**config.mk**
```make
export PLATFORM = sky130hd
export DESIGN_NAME = pc_seq
export DESIGN_NICKNAME = d
export VERILOG_FILES = /design/src/rtl/cpu1_pkg.sv /design/src/rtl/pc_next_sel.sv /design/src/rtl/pc_seq.sv
export SDC_FILE = /design/constraint.sdc
export NUM_CORES = 1
export LEC_CHECK = 0
export CAP_MARGIN = 0
export CORE_MARGIN = 3
export CORE_UTILIZATION = 25
export DETAILED_ROUTE_END_ITERATION = 10
export SYNTH_ARGS = -nofsm -noshare
export SYNTH_HDL_FRONTEND = slang
export SYNTH_SLANG_ARGS = --single-unit
```
**constraint.sdc**
```tcl
create_clock -name clk -period 3.8 [get_ports clk]
set_clock_uncertainty 0.2 [all_clocks]
set_input_delay 0.76 -clock clk [delete_from_list [all_inputs] [get_ports clk]]
set_output_delay 0.76 -clock clk [all_outputs]
set_load 0.01 [all_outputs]
```
**src/rtl/cpu1_pkg.sv**
```systemverilog
// Shared definitions for the cpu1 core: sequencer state encoding and the
// default interrupt vector address.
package cpu1_pkg;

   typedef enum logic [1:0] {
      FETCH = 2'd0,
      EXEC  = 2'd1,
      HALT  = 2'd2
   } state_t;

   localparam int unsigned IRQ_VECTOR_DEFAULT = 1;

endpackage

```
**src/rtl/pc_next_sel.sv**
```systemverilog
// Next-PC priority mux: reti return address, then branch target, then the
// sequential increment (wraps modulo 2^WIDTH).
module pc_next_sel #(
   parameter int unsigned WIDTH = 32
) (
   input  logic             reti_req,
   input  logic             branch_req,
   input  logic [WIDTH-1:0] pc_q,
   input  logic [WIDTH-1:0] epc,
   input  logic [WIDTH-1:0] branch_target,
   output logic [WIDTH-1:0] npc,
   output logic             jump
);

   always_comb begin
      jump = reti_req | branch_req;
      if (reti_req)
         npc = epc;
      else if (branch_req)
         npc = branch_target;
      else
         npc = pc_q + WIDTH'(1);
   end

endmodule

```
**src/rtl/pc_seq.sv**
```systemverilog
// Instruction-fetch sequencer for cpu1: drives the PC register strobes, the
// fetch/execute handshake, branches, single-level interrupts and halt/wake.
module pc_seq
   import cpu1_pkg::*;
#(
   parameter int unsigned      WIDTH      = 32,
   parameter logic [WIDTH-1:0] IRQ_VECTOR = WIDTH'(IRQ_VECTOR_DEFAULT)
) (
   input  logic             clk,
   input  logic             reset_n,
   input  logic [WIDTH-1:0] pc_q,
   output logic             pc_cen,
   output logic             pc_wen,
   output logic [WIDTH-1:0] pc_din,
   output logic             fetch_req,
   input  logic             mem_ready,
   output logic             ir_load,
   input  logic             branch_req,
   input  logic [WIDTH-1:0] branch_target,
   input  logic             halt_req,
   input  logic             reti_req,
   input  logic             ei_req,
   input  logic             di_req,
   input  logic             irq,
   output logic             irq_ack,
   output logic [WIDTH-1:0] epc,
   output logic             ie,
   output logic             halted
);

   state_t           state, state_d;
   logic             ie_d;
   logic [WIDTH-1:0] epc_d;
   logic [WIDTH-1:0] npc;
   logic             jump;

   pc_next_sel #(.WIDTH(WIDTH)) u_next (
      .reti_req      (reti_req),
      .branch_req    (branch_req),
      .pc_q          (pc_q),
      .epc           (epc),
      .branch_target (branch_target),
      .npc           (npc),
      .jump          (jump)
   );

   // Outputs are gated by reset_n so every strobe drops as soon as reset is
   // asserted, not just once the state register has been cleared.
   always_comb begin
      state_d   = state;
      ie_d      = ie;
      epc_d     = epc;
      pc_cen    = 1'b0;
      pc_wen    = 1'b0;
      pc_din    = '0;
      fetch_req = 1'b0;
      ir_load   = 1'b0;
      irq_ack   = 1'b0;
      halted    = 1'b0;
      if (reset_n) begin
         case (state)
            FETCH: begin
               fetch_req = 1'b1;
               if (mem_ready) begin
                  ir_load = 1'b1;
                  state_d = EXEC;
               end
            end
            EXEC: begin
               if (irq && ie && !reti_req) begin
                  // Interrupt entry wins over halt; the halt is simply dropped.
                  epc_d   = npc;
                  ie_d    = 1'b0;
                  pc_wen  = 1'b1;
                  pc_din  = IRQ_VECTOR;
                  irq_ack = 1'b1;
                  state_d = FETCH;
               end else begin
                  if (jump) begin
                     pc_wen = 1'b1;
                     pc_din = npc;
                  end else begin
                     pc_cen = 1'b1;
                  end
                  if (reti_req)
                     ie_d = 1'b1;
                  else if (di_req)
                     ie_d = 1'b0;
                  else if (ei_req)
                     ie_d = 1'b1;
                  state_d = halt_req ? HALT : FETCH;
               end
            end
            HALT: begin
               halted = 1'b1;
               if (irq) begin
                  epc_d   = pc_q;
                  ie_d    = 1'b0;
                  pc_wen  = 1'b1;
                  pc_din  = IRQ_VECTOR;
                  irq_ack = 1'b1;
                  state_d = FETCH;
               end
            end
            default: state_d = FETCH;
         endcase
      end
   end

   always_ff @(posedge clk or negedge reset_n) begin
      if (!reset_n) begin
         state <= FETCH;
         ie    <= 1'b0;
         epc   <= '0;
      end else begin
         state <= state_d;
         ie    <= ie_d;
         epc   <= epc_d;
      end
   end

endmodule

```
After elaboration in Yosys (flattened, before gate mapping):

Cells that the tools add are included.

* equality and inequality tests: 6
* $add $sub $neg: 1
* muxes and demuxes: 40
* reduce and logical (&&, ||, !) cells: 8
* bitwise logic cells: 1

Operators by type and width (count)
* $mux 32: 7
* $pmux 32 s2: 2
* $add 32x1->32 const B: 1
* $mux 1: 23
* $mux 2: 4
* $reduce_and 4->1: 2
* $ne 2x2->1 const B: 3
* $pmux 1 s2: 3
* $pmux 2 s3: 1
* $ne 5x5->1 const B: 1
* $reduce_and 3->1: 1
* $eq 2x1->1 const B: 1
* $eq 2x2->1 const B: 1
* $logic_and 1x1->1: 2
* $logic_not 2->1: 1
* $reduce_bool 2->1: 1
* $logic_not 1->1: 1
* $or 1x1->1: 1

* register bits: 35
* output and inout port bits: 71

Longest topological paths before layout:

Gate-level depths: netlist of run 1.

* depth in word-level cells: 7
* mapped depth: 9
* gate-level depth less buffers: 7

Hierarchy:

A second synthesis of run 1 with hierarchy kept.

* cells, all modules: 402
* area total of the unflattened synthesis: 3249.4 um^2

Modules (own cells, without submodules)
* pc_seq: times used 1, cells each 212, area an instance 2060.7 um^2
* pc_next_sel: times used 1, cells each 190, area an instance 1188.6 um^2

Least setup slack after synthesis of run 1:

Ideal clock, no wire load.

* path type: input to output
* from: input port branch_req
* to: output port pc_din[0]
* required time: 2.840 ns
* data arrival time: 1.909 ns
* path buffers: 2
* stages: 6
* path slack: 0.931 ns
* cell sequence: clkbuf_1 buf_1 nand2_1 o211ai_1 o21ai_0 a211oi_1

* longest elaborated chain between the ends: 6
* elaborated cells between the ends (all ways): 7
* those cells by class: mux (6); bitwise (1)

Ends and longest elaborated chain
* from (decl): RTL line pc_seq.sv:18 `input logic branch_req,`
* $mux 32: RTL line pc_next_sel.sv:19 `else if (branch_req)`
* $mux 32: RTL line pc_next_sel.sv:17 `if (reti_req)`
* $mux 32 (*): RTL line pc_seq.sv:79 `if (jump) begin`
* $mux 32 (*): RTL line pc_seq.sv:70 `if (irq && ie && !reti_req) begin`
* $pmux 32 s2 (*): RTL line pc_seq.sv:61 `case (state)`
* $mux 32 (*): RTL line pc_seq.sv:60 `if (reset_n) begin`
* to (decl): RTL line pc_seq.sv:14 `output logic [WIDTH-1:0] pc_din,`

Mark *: on every way between the ends. The rest lies on a longest branch, timed or not.

Worst setup path after layout of run 1:

* from: input port branch_req
* to: output port pc_din[22]

Same word-level chain as after synthesis.

==> impl_metrics.tcl, run 1 <==
set metrics [dict create \
    status "complete, no violations" \
    yosys_warnings 0 \
    period_needed_ns 3.67 \
    timing.rr.end "epc[16]" \
    core_um2 12900 \
    postCtsSetupBuffers 0 \
    hold_violations 0 \
    timing.final.ws_setup_ns 0.133 \
    wirelength_um 14400 \
    critPathCaptureType "output pin" \
    die_area_um2 14900 \
    layout_common_cells "clkdlybuf4s50_1, nor2_1, nand2_1" \
    clock_path_buffers 2 \
    cts.clk_slew.worst_paths_ns 0.06 \
    syn_to_final_growth_pct 55.7 \
    path_cells "clkdlybuf4s50_1, buf_4, nand2b_1, o22a_1, nor3b_1, clkdlybuf4s50_1" \
    yosys.area_share.simple_pct 31.5 \
    synth-compound-area-share_pct 31.7 \
    ant_nets 0 \
    ys_seq_area_share_pct 26.0 \
    period_share_pct 96.5 \
    crit_family "buffers and inverters" \
    rsz0062_at_grt "no" \
    ir_drop_uv 193 \
    muxShareOfSynthArea_pct 2.16 \
    dp.cells 781 \
    clock_latency_ns 0.28 \
    path_max_fanout 13 \
    hpwl_um 11000 \
    synth_top_family_by_area "compound AO/OA/AOI/OAI gates" \
    instances_no_fill 788 \
    worst_pin_slew_ns 0.547 \
    initialDrtViolationCount 315 \
    hold_class "reg -> reg" \
    final_common_cell "clkdlybuf4s50_1" \
    cts_hold_buffers 0 \
    cts_sinks 35 \
    endpoint "pc_din[22]" \
    worst_r2r_path_depth 9 \
    nFillCells 1319 \
    die_w_um 122 \
    power_density_nw_per_um2 496 \
    synthesis.nets 550 \
    hold_ws_ns 0.305 \
    cts_max_level 2 \
    path_depth 6 \
    root_buffer "clkbuf_16" \
    async_flop_share_pct 100 \
    worstSetupPathType "in -> out" \
    ios 144 \
    start_kind "input port" \
    vias_per_cell 5.26 \
    design_area_um2 5240 \
    grt_pass1_vias 4026 \
    cap_violations 0 \
    max_stage_delay_ns 0.57 \
    dr.pass1.iters 5 \
    rows 41 \
    timing.final.max_slew_violations 0 \
    vias 4141 \
    cp.buffers_inverters 3 \
    leakagePower_uw 0.00203 \
    ys.flop_type "dfrtp_1" \
    grt_usage_pct 19.0 \
    post_cts_resized 0 \
    cp-startpoint "branch_req" \
    setup_tns_ns 0 \
    nets 693 \
    setup_viol 0 \
    required_ns 2.84 \
    die_height_um 122 \
    fmax_mhz 273 \
    cp_data_arrival_time_ns 2.71 \
    ff2ff_setup_slack_ns 1.28 \
    synth_adder_area_share_pct 1.49 \
    wl_per_cell_um 18.2 \
    ys_ff_latch 35 \
    grt_overflow_total 0 \
    antenna_found_initial 0 \
    port_buffers 143 \
    slowest_stage "clkdlybuf4s50_1" \
    path_common_cell "clkdlybuf4s50_1" \
    grt_max_degree 51 \
    start_util_pct 26.1 \
    cts_tree "done" \
    syn-cell-area_um2 3360 \
    grt_pass1_wl_um 22400 \
    syn_area_per_cell_um2 7.11 \
    n_antenna_cell 0 \
    dp_slack_ns 0.114 \
    drive_above_1_share_pct 9.90 \
    ys_types 63 \
    regToRegStartpoint "state[0]" \
    drc 0 \
    synth_edf_count 0 \
    syn_inst 473 \
    cts_buffers 5 \
    dpl_cell_area_um2 5090 \
    slew_headroom_pct 63.4 \
    synth_xor_area_share_pct 1.30 \
    gp_congestion 0.853 \
]
## flip-flops by register name, summed over array words and instances (netlist names)
register  flops
state         2
ie            1
epc          32
## metal layers
metal  GRT usage (%)  up-vias  share of wire, %
li1                -     2024                 -
met1            26.8     1957                45
met2            30.5      150                47
met3            3.48       10               7.1
met4            3.71        0               1.1
met5               0        -                 0
## kinds of logic (layout without fill, tap and decap cells)
logic type,Yosys count,after routing
multiplexers,7,7
adder cells (fa/ha/maj),4,4
AND/OR/NAND/NOR,209,209
buffers and inverters,50,193
AO/OA/AOI/OAI,163,163
XOR/XNOR,5,5
flip-flops,35,35
## cell usage after synthesis (5+ instances only)
master	instances	share of area [%]
a21oi_1	41	6.1
inv_1	11	1.2
o31ai_1	8	1.8
nor2_1	68	7.6
a31oi_1	12	2.2
and2_1	5	0.93
nand4_1	11	2.0
a211oi_1	5	1.1
dfrtp_1	35	26
mux2i_1	5	1.5
o211ai_1	5	1.1
a22oi_1	19	4.2
buf_1	7	0.78
nor3_1	14	2.1
nor2b_1	10	1.9
and3_1	5	0.93
nand3_1	17	2.5
clkbuf_1	27	3.0
o22ai_1	8	1.5
a21o_1	6	1.3
nand2_1	50	5.6
o21ai_0	29	4.3
## through the flow
stage	util, %	power (uW)
floorplan	-	1420
global placement	39.5	2160
detailed placement	39.5	2190
CTS	40.7	2620
global route	40.7	2810
finish	40.7	2600
## how the worst min path moves through the flow
stage,start,end,slack (ns),cells past startpoint
after floorplan,reset_n,epc[0],0.26,0
after global placement,epc[3],epc[3],0.29,2
after detailed placement,epc[2],epc[2],0.30,2
after CTS,epc[2],epc[2],0.31,2
after global routing,epc[26],epc[26],0.32,2
final,epc[2],epc[2],0.31,2
## layout make-up
class	instances	area, um2	share of cell area [%]
well taps	172	215	4.11
clock buffers	6	139	2.65
flip-flops and latches	35	876	16.7
multi-input cells	388	2300	44.0
clock inverters	1	5.00	0.0956
repair buffers	174	1650	31.6
inverters	12	45.0	0.860
## tightest hold or removal path: cells and delay by family (launching register included)
kind	cells	cell delay, ns
simple gates	1	0.05
flops	1	0.36
compound gates	1	0.06
## report_power, final
| group | internal, uW | total, uW | switching [uW] | leakage, uW |
|---|---|---|---|---|
| clock | 256 | 421 | 165 | 0.0000727 |
| combinational | 763 | 1470 | 703 | 0.00153 |
| sequential | 550 | 711 | 161 | 0.000428 |
Note: power is estimated with default switching activity, not from simulation.
==> run 2, diff against run 1 <==
--- a/config.mk
+++ b/config.mk
@@ -9,6 +9,7 @@
 export CORE_MARGIN = 3
 export CORE_UTILIZATION = 25
 export DETAILED_ROUTE_END_ITERATION = 10
+export PLACE_DENSITY_LB_ADDON = 0.1
 export SYNTH_ARGS = -nofsm -noshare
 export SYNTH_HDL_FRONTEND = slang
 export SYNTH_SLANG_ARGS = --single-unit
==> impl_metrics.tcl, run 2 (same netlist as run 1, synthesis figures left out) <==
set metrics [dict create \
    critPathCaptureType "output pin" \
    setup_tns_ns 0 \
    rsz0062_at_grt "no" \
    hpwl_um 11100 \
    grt_overflow_total 0 \
    root_buffer "clkbuf_16" \
    vias 4106 \
    cp_data_arrival_time_ns 2.71 \
    hold_violations 0 \
    antenna_found_initial 0 \
    path_cells "clkdlybuf4s50_1, buf_4, or2_2, a211oi_1, clkdlybuf4s50_1" \
    timing.final.max_slew_violations 0 \
    drive_above_1_share_pct 9.59 \
    worst_pin_slew_ns 0.513 \
    path_common_cell "clkdlybuf4s50_1" \
    nets 692 \
    grt_usage_pct 19.1 \
    path_max_fanout 10 \
    ios 144 \
    dr.pass1.iters 5 \
    wirelength_um 14300 \
    crit_family "buffers and inverters" \
    layout_common_cells "clkdlybuf4s50_1, nor2_1, nand2_1" \
    drc 0 \
    setup_viol 0 \
    required_ns 2.84 \
    final_common_cell "clkdlybuf4s50_1" \
    core_um2 12900 \
    cts_buffers 5 \
    instances_no_fill 787 \
    vias_per_cell 5.22 \
    max_stage_delay_ns 0.59 \
    largest_reg_flops 32 \
    worstSetupPathType "in -> out" \
    slowest_stage "clkdlybuf4s50_1" \
    cts.clk_slew.worst_paths_ns 0.06 \
    largest-register "epc" \
    grt_pass1_vias 3984 \
    grt_max_degree 40 \
    initialDrtViolationCount 195 \
    period_needed_ns 3.67 \
    leakagePower_uw 0.00203 \
    wl_per_cell_um 18.1 \
    rows 41 \
    n_antenna_cell 0 \
    period_share_pct 96.5 \
    start_kind "input port" \
    cts_tree "done" \
    port_buffers 143 \
    grt_pass1_wl_um 22400 \
    clock_latency_ns 0.28 \
    syn_to_final_growth_pct 55.9 \
    power_density_nw_per_um2 504 \
    largestRegisters "epc: 32 flops, state: 2 flops, ie: 1 flops" \
    die_height_um 122 \
    status "complete, no violations" \
    fmax_mhz 273 \
    hold_ws_ns 0.150 \
    hold_class "in -> async" \
    die_w_um 122 \
    gp_congestion 0.795 \
    start_util_pct 26.1 \
    dp.cells 780 \
    die_area_um2 14900 \
    slew_headroom_pct 65.8 \
    cp.buffers_inverters 3 \
    cts_max_level 2 \
    ant_nets 0 \
    ir_drop_uv 188 \
    cts_sinks 35 \
    cap_violations 0 \
    clock_path_buffers 2 \
]
run 2: changes by cell type in the layout (fill, tap and decap cells not counted):
| cell | previous run | this run |
|---|---|---|
| clkinv_2 | 1 | 0 |
| bufinv_16 | 0 | 1 |
| clkbuf_8 | 1 | 0 |
| clkbuf_1 | 0 | 1 |
| buf_4 | 31 | 30 |
run 2: worst paths after layout:
| check | from | to | slack (ns) | cells past startpoint |
|---|---|---|---|---|
| max | branch_req | pc_cen | 0.13 | 5 |
| min | reset_n | epc[0] | 0.15 | 1 |
| max reg2reg | state[0] | epc[26] | 1.29 | 8 |
| min reg2reg | epc[5] | epc[5] | 0.31 | 2 |
| max in group asynchronous | reset_n | epc[16] | 2.67 | 2 |
| min in group clk | epc[5] | epc[5] | 0.31 | 2 |
run 2: worst reg2reg max path, stage by stage (launching register included):
cell,delay [ns]
dfrtp_1,0.38
inv_1,0.08
ha_2,0.27
buf_4,0.28
or2_2,0.38
nor2_1,0.40
nand4_1,0.17
o31ai_1,0.11
o31ai_1,0.10
run 2: layer usage:
metal  GRT usage (%)  part of all wire [%]  vias to the layer above
met5               0                     0                        -
met4            2.80                  0.61                        0
met3            3.16                   6.1                        7
met2            31.7                    48                      135
met1            26.6                    45                     1945
li1                -                     -                     2019
run 2: cell type report:
cell class / count / area [um2]
Sequential cell: 35 / 876
Timing Repair Buffer: 173 / 1650
Inverter: 12 / 45.0
Multi-Input combinational cell: 388 / 2300
Tap cell: 172 / 215
Fill cell: 1332 / 7630
Clock inverter: 1 / 30.0
Clock buffer: 6 / 129
run 2: repair_timing:
item	4_1_cts	5_1_grt
resized for setup	0	1
hold buffers	0	0
setup buffers	0	0
endpoints found under the setup margin	0	1
run 2: stage by stage:
| stage | worst slack, ns | util, % | cell area [um2] | power (uW) |
|---|---|---|---|---|
| after detailed placement | 0.102 | 39.5 | 5080 | 2190 |
| after CTS | 0.0825 | 40.7 | 5240 | 2670 |
| final | 0.135 | 40.7 | 5240 | 2640 |
| after global placement | 0.135 | 39.5 | 5080 | 2170 |
| after global routing | 0.0392 | 40.7 | 5240 | 2840 |
| after floorplan | 0.931 | - | 3360 | 1420 |
run 2: power breakdown:
part	total [uW]	switching (uW)	internal (uW)
clock network	471	164	307
registers	713	163	550
logic	1460	698	761
